===== config.mk =====
export PLATFORM = sky130hd
export DESIGN_NAME = wei_fetch_arb
export DESIGN_NICKNAME = d
export VERILOG_FILES = /design/src/rtl/wei_fetch_arb.sv
export SDC_FILE = /design/constraint.sdc
export NUM_CORES = 1
export LEC_CHECK = 0
export ABC_CLOCK_PERIOD_IN_PS = 3450
export CORE_UTILIZATION = 28
export DETAILED_ROUTE_END_ITERATION = 8
export GPL_TIMING_DRIVEN = 0
export PLACE_DENSITY_LB_ADDON = 0.3
export SLEW_MARGIN = 20
export SYNTH_ARGS = -nofsm -noshare
export SYNTH_HDL_FRONTEND = slang
export SYNTH_SLANG_ARGS = --single-unit

===== constraint.sdc =====
create_clock -name clk -period 3.45 [get_ports clk]
set_input_delay 0.69 -clock clk [delete_from_list [all_inputs] [get_ports clk]]
set_output_delay 0.69 -clock clk [all_outputs]
set_load 0.01 [all_outputs]

===== src/rtl/wei_fetch_arb.sv =====
// wei_fetch_arb: round-robin arbiter that lets NUM_REQ weight register files
// share one weight-SRAM read port, keeping exactly one read outstanding.
// Optional WAIT watchdog is built when WEI_FETCH_ARB_TIMEOUT_EN is defined;
// otherwise WAIT waits indefinitely and err is constant low.
module wei_fetch_arb #(
  parameter int unsigned NUM_REQ    = 4,
  parameter int unsigned DATA_WIDTH = 8,
  parameter int unsigned WR_NUM     = 8,
  parameter int unsigned ADDR_WIDTH = 8,
  parameter int unsigned TIMEOUT    = 64
) (
  input  logic                                  clk,
  input  logic                                  rst_n,
  input  logic                                  reset,
  input  logic [NUM_REQ-1:0]                    req_rdy,
  input  logic [NUM_REQ*ADDR_WIDTH-1:0]         req_addr,
  output logic                                  sram_rd_en,
  output logic [$clog2(NUM_REQ)+ADDR_WIDTH-1:0] sram_rd_addr,
  input  logic                                  sram_rd_val,
  input  logic [DATA_WIDTH*WR_NUM-1:0]          sram_rd_data,
  output logic [NUM_REQ-1:0]                    wei_val,
  output logic [DATA_WIDTH*WR_NUM-1:0]          wei_data,
  output logic                                  busy,
  output logic                                  err
);

  localparam int unsigned IDX_W = $clog2(NUM_REQ);

  typedef enum logic [1:0] {
    S_IDLE  = 2'd0,
    S_ISSUE = 2'd1,
    S_WAIT  = 2'd2
  } state_t;

  state_t                  state_q, state_d;
  logic [IDX_W-1:0]        rr_q, rr_d;
  logic [IDX_W-1:0]        grant_q, grant_d;
  logic [ADDR_WIDTH-1:0]   addr_q, addr_d;
  logic                    en_q, en_d;

  logic                    hit_c;
  logic [IDX_W-1:0]        pick_c;
  logic [IDX_W-1:0]        cand_c;
  logic [ADDR_WIDTH-1:0]   pick_addr_c;

`ifdef WEI_FETCH_ARB_TIMEOUT_EN
  localparam int unsigned CNT_W = $clog2(TIMEOUT + 1);
  logic [CNT_W-1:0]        cnt_q, cnt_d;
  logic                    err_q, err_d;
`endif

  // Round-robin search: first asserted req_rdy at or above rr_q, wrapping.
  always_comb begin
    hit_c       = 1'b0;
    pick_c      = rr_q;
    cand_c      = rr_q;
    pick_addr_c = '0;
    for (int k = 0; k < NUM_REQ; k++) begin
      cand_c = rr_q + IDX_W'(k);
      if (!hit_c && req_rdy[cand_c]) begin
        hit_c  = 1'b1;
        pick_c = cand_c;
      end
    end
    for (int k = 0; k < NUM_REQ; k++) begin
      if (pick_c == IDX_W'(k)) begin
        pick_addr_c = req_addr[ADDR_WIDTH*k +: ADDR_WIDTH];
      end
    end
  end

  // Next-state, latch updates and same-cycle delivery strobe.
  always_comb begin
    state_d = state_q;
    rr_d    = rr_q;
    grant_d = grant_q;
    addr_d  = addr_q;
    en_d    = 1'b0;
    wei_val = '0;
`ifdef WEI_FETCH_ARB_TIMEOUT_EN
    cnt_d   = '0;
    err_d   = err_q;
`endif
    if (state_q == S_WAIT && sram_rd_val) begin
      wei_val[grant_q] = 1'b1;
    end
    if (reset) begin
      state_d = S_IDLE;
      rr_d    = '0;
      grant_d = '0;
      addr_d  = '0;
    end else begin
      case (state_q)
        S_IDLE: begin
          if (hit_c) begin
            grant_d = pick_c;
            addr_d  = pick_addr_c;
            state_d = S_ISSUE;
          end
        end
        S_ISSUE: begin
          en_d    = 1'b1;
          state_d = S_WAIT;
        end
        S_WAIT: begin
          if (sram_rd_val) begin
            rr_d    = grant_q + IDX_W'(1);
            state_d = S_IDLE;
`ifdef WEI_FETCH_ARB_TIMEOUT_EN
          end else if (cnt_q == CNT_W'(TIMEOUT - 1)) begin
            // Abandon the read: flag it and move past the stalled requester.
            err_d   = 1'b1;
            rr_d    = grant_q + IDX_W'(1);
            state_d = S_IDLE;
          end else begin
            cnt_d   = cnt_q + CNT_W'(1);
`endif
          end
        end
        default: state_d = S_IDLE;
      endcase
    end
  end

  // State and latched-request registers.
  always_ff @(posedge clk or negedge rst_n) begin
    if (!rst_n) begin
      state_q <= S_IDLE;
      rr_q    <= '0;
      grant_q <= '0;
      addr_q  <= '0;
      en_q    <= 1'b0;
`ifdef WEI_FETCH_ARB_TIMEOUT_EN
      cnt_q   <= '0;
      err_q   <= 1'b0;
`endif
    end else begin
      state_q <= state_d;
      rr_q    <= rr_d;
      grant_q <= grant_d;
      addr_q  <= addr_d;
      en_q    <= en_d;
`ifdef WEI_FETCH_ARB_TIMEOUT_EN
      cnt_q   <= cnt_d;
      err_q   <= err_d;
`endif
    end
  end

  assign sram_rd_en   = en_q;
  assign sram_rd_addr = {grant_q, addr_q};
  assign wei_data     = sram_rd_data;
  assign busy         = (state_q != S_IDLE);

`ifdef WEI_FETCH_ARB_TIMEOUT_EN
  assign err = err_q;
`else
  // No watchdog in this build: err is constant low and TIMEOUT has no effect.
  assign err = 1'b0 & (TIMEOUT == 0);
`endif

endmodule


==> metrics.md <==
| Metric | Value |
|---|---|
| Synth-to-Final Area Change | `89.6%` |
| Vias in the first global route | `1310` |
| GRT Total Usage | `13.0%` |
| Max cap viols | `0` |
| Rows | `25` |
| Buffer count from post-CTS setup fixing | `0` |
| Top post-synthesis cells by area | `buf_4 (33%), dfrtp_1 (26%), mux2i_1 (12%)` |
| Die Height | `74.3 µm` |
| Synth Register Bits | `15` |
| IO buf count | `118` |
| Critical path arrival | `2.27 ns` |
| CTS Buffer Depth | `2` |
| Post-layout minimum cycle time | `2.96 ns` |
| Post-synth ARST share | `100%` |
| Hold Crit Class | `register to register` |
| Hold Slack | `0.490 ns` |
| Final wirelength | `4060 µm` |
| YS warnings | `0` |
| Syn_nets | `272` |
| Die width | `74.3 µm` |
| Synth cell types | `27` |
| Router iterations before antenna repair | `4` |
| First-pass GRT wire length | `5630 µm` |
| Syn_area_per_cell | `8.92 µm²` |
| Starting Density | `30.0%` |
| CTS buffer count | `3` |
| Max-slew violation count | `0` |
| Antenna violations before repair | `0` |
| R2r startpoint | `rr_q[0]` |
| FF-to-FF setup slack | `1.74 ns` |
| Nets | `395` |
| Status | `finished, final reports clean` |
| Share of cells above drive strength 1 | `25.5%` |
| Synthesized instance count | `164` |
| Top FF cell, synth | `dfrtp_1` |
| # DRC | `0` |
| Vias per inst | `4.30` |
| Final antenna diode count | `0` |
| RSZ-0062 raised after global routing | `false` |
| Critical path type | `primary input to primary output` |
| R2R depth | `6` |
| Required time worst endpoint | `2.76 ns` |
| Lkg Pwr | `1.21 nW` |
| Max_slew headroom | `54.9%` |
| Nature of the critical path endpoint | `primary output` |
| # clock sinks | `15` |
| Post-synthesis sequential area ratio | `25.7%` |
| Worst flop-to-flop path endpoint | `addr_q[7]` |
| Largest net degree at the start of global routing | `16` |
| Setup TNS | `0 ns` |
| Top-Level Pins | `185` |
| Clock latency on the worst-skew pair | `0.24 ns` |
| Total grt overflow | `0` |
| EDFF count, synth | `0` |
| Worst setup path startpoint | `sram_rd_val` |
| Max frequency | `0.338 GHz` |
| Crit-path max FO | `8` |
| Total number of vias | `1519` |
| Final setup viols | `0` |
| CP Launch Type | `primary input` |
| Post-CTS Resized | `0` |
| Die Area | `0.00552 mm²` |
| Final Hold Fails | `0` |
| Detail Route Antenna Nets | `0` |
| Core ar. | `0.00488 mm²` |
| Fillers | `470` |
| Post-DP HPWL | `3460 µm` |
| Clock Tree Root | `clkbuf_8` |
| GP Congestion | `0.681` |
| Worst Hold Launch | `addr_q[5]` |
| Post-synth top area cell | `buf_4` |
| H-tree levels | `1` |
| Cell Area, Synth | `0.00146 mm²` |
| CTS tree | `built` |
| Pwr dens | `242 mW/mm²` |
| Crit path to | `wei_val[2]` |
| Synth top area share | `33.4%` |
| Hold_buf cts | `0` |
| Fin crit share | `85.7%` |
| Tot Pwr | `0.670 mW` |
| Starting DRT DRC Count | `18` |
| Worst-margin pin slew | `0.674 ns` |
| Skew final | `0.00206 ns` |
| Reg clk slew, reported paths | `0.06 ns` |
| Maximum vdd ir drop | `0.141 mV` |
| Routed WL per cell | `11.5 µm` |
==> final cells by class <==
cell class                      count  area [µm²]  share of cell area [%]
Buffer                             70         531                    19.1
Clock buffer                        4        45.0                    1.62
Inverter                            3        11.3                   0.406
Multi-Input combinational cell     76         546                    19.7
Sequential cell                    15         375                    13.5
Tap cell                           67        83.8                    3.02
Timing Repair Buffer              118        1180                    42.6
==> kinds of logic after synthesis <==
logic type      count (synthesis)  share of synthesized area (%)
other cells                     1                          0.256
compound gates                 18                           9.32
buf+inv                        73                           37.0
flops                          15                           25.7
fa+ha+maj                       4                           3.42
simple gates                   35                           12.0
mux                            18                           12.3
==> where the power goes <==
group	switching [mW]	total, mW	leakage (nW)	internal [mW]
combinational	0.112	0.325	0.992	0.213
clock	0.0575	0.139	0.0228	0.0816
sequential	0.0118	0.206	0.200	0.194
==> cells in the final DEF (no fill, tap or decap), types with 4 or more instances in the layout <==
cell,Yosys,final
a21oi_1,5,5
and2_1,4,4
buf_4,65,65
clkbuf_1,3,4
clkdlybuf4s50_1,0,118
dfrtp_1,15,15
ha_1,4,4
mux2i_1,18,18
nand2_1,11,11
nor2_1,9,9
o221ai_1,8,8
==> flip-flops by register name, indices dropped and copies added (netlist names) <==
register,cells
addr_q,8
grant_q,2
rr_q,2
state_q,2
sram_rd_en,1
==> synth_stat cells, types with 2 or more instances <==
master and number:
clkbuf_1 3, buf_4 65, mux2i_1 18, ha_1 4, nand2b_1 2, inv_1 3, or2_1 2, nand2_1 11
dfrtp_1 15, a21oi_1 5, and2b_1 2, and2_1 4, o221ai_1 8, nor2_1 9
==> routing by layer <==
| metal | global-route usage, % | vias up | wire (µm) |
|---|---|---|---|
| met1 | 15.1 | 695 | 1510 |
| met2 | 23.5 | 94 | 2100 |
| met5 | 0 | - | 0 |
| li1 | - | 726 | - |
| met3 | 3.93 | 4 | 430 |
| met4 | 2.52 | 0 | 18 |
==> worst min path at each step <==
stage                endpoint  cells after the start
floorplan           addr_q[0]                      0
global placement    addr_q[2]                      2
detailed placement  addr_q[5]                      2
CTS                 addr_q[2]                      2
global route        addr_q[7]                      2
finish              addr_q[5]                      2
==> stage by stage <==
stage | cell area [µm²] | cells | setup slack [ns] | util [%]
6_report | 2770 | 353 | 0.492 | 56.8
5_1_grt | 2770 | 353 | 0.375 | 56.8
4_1_cts | 2770 | 353 | 0.477 | 56.8
3_5_place_dp | 2730 | 349 | 0.492 | 55.9
3_3_place_gp | 2730 | 349 | 0.494 | 55.9
2_1_floorplan | 1460 | 164 | 1.55 | -
==> critical path, cell delays in order <==
cell and delay [ns]:
clkdlybuf4s50_1 0.46, and3b_1 0.15, clkbuf_1 0.25, and2_1 0.17, clkdlybuf4s50_1 0.54
Power figures use the tool's default switching activity.
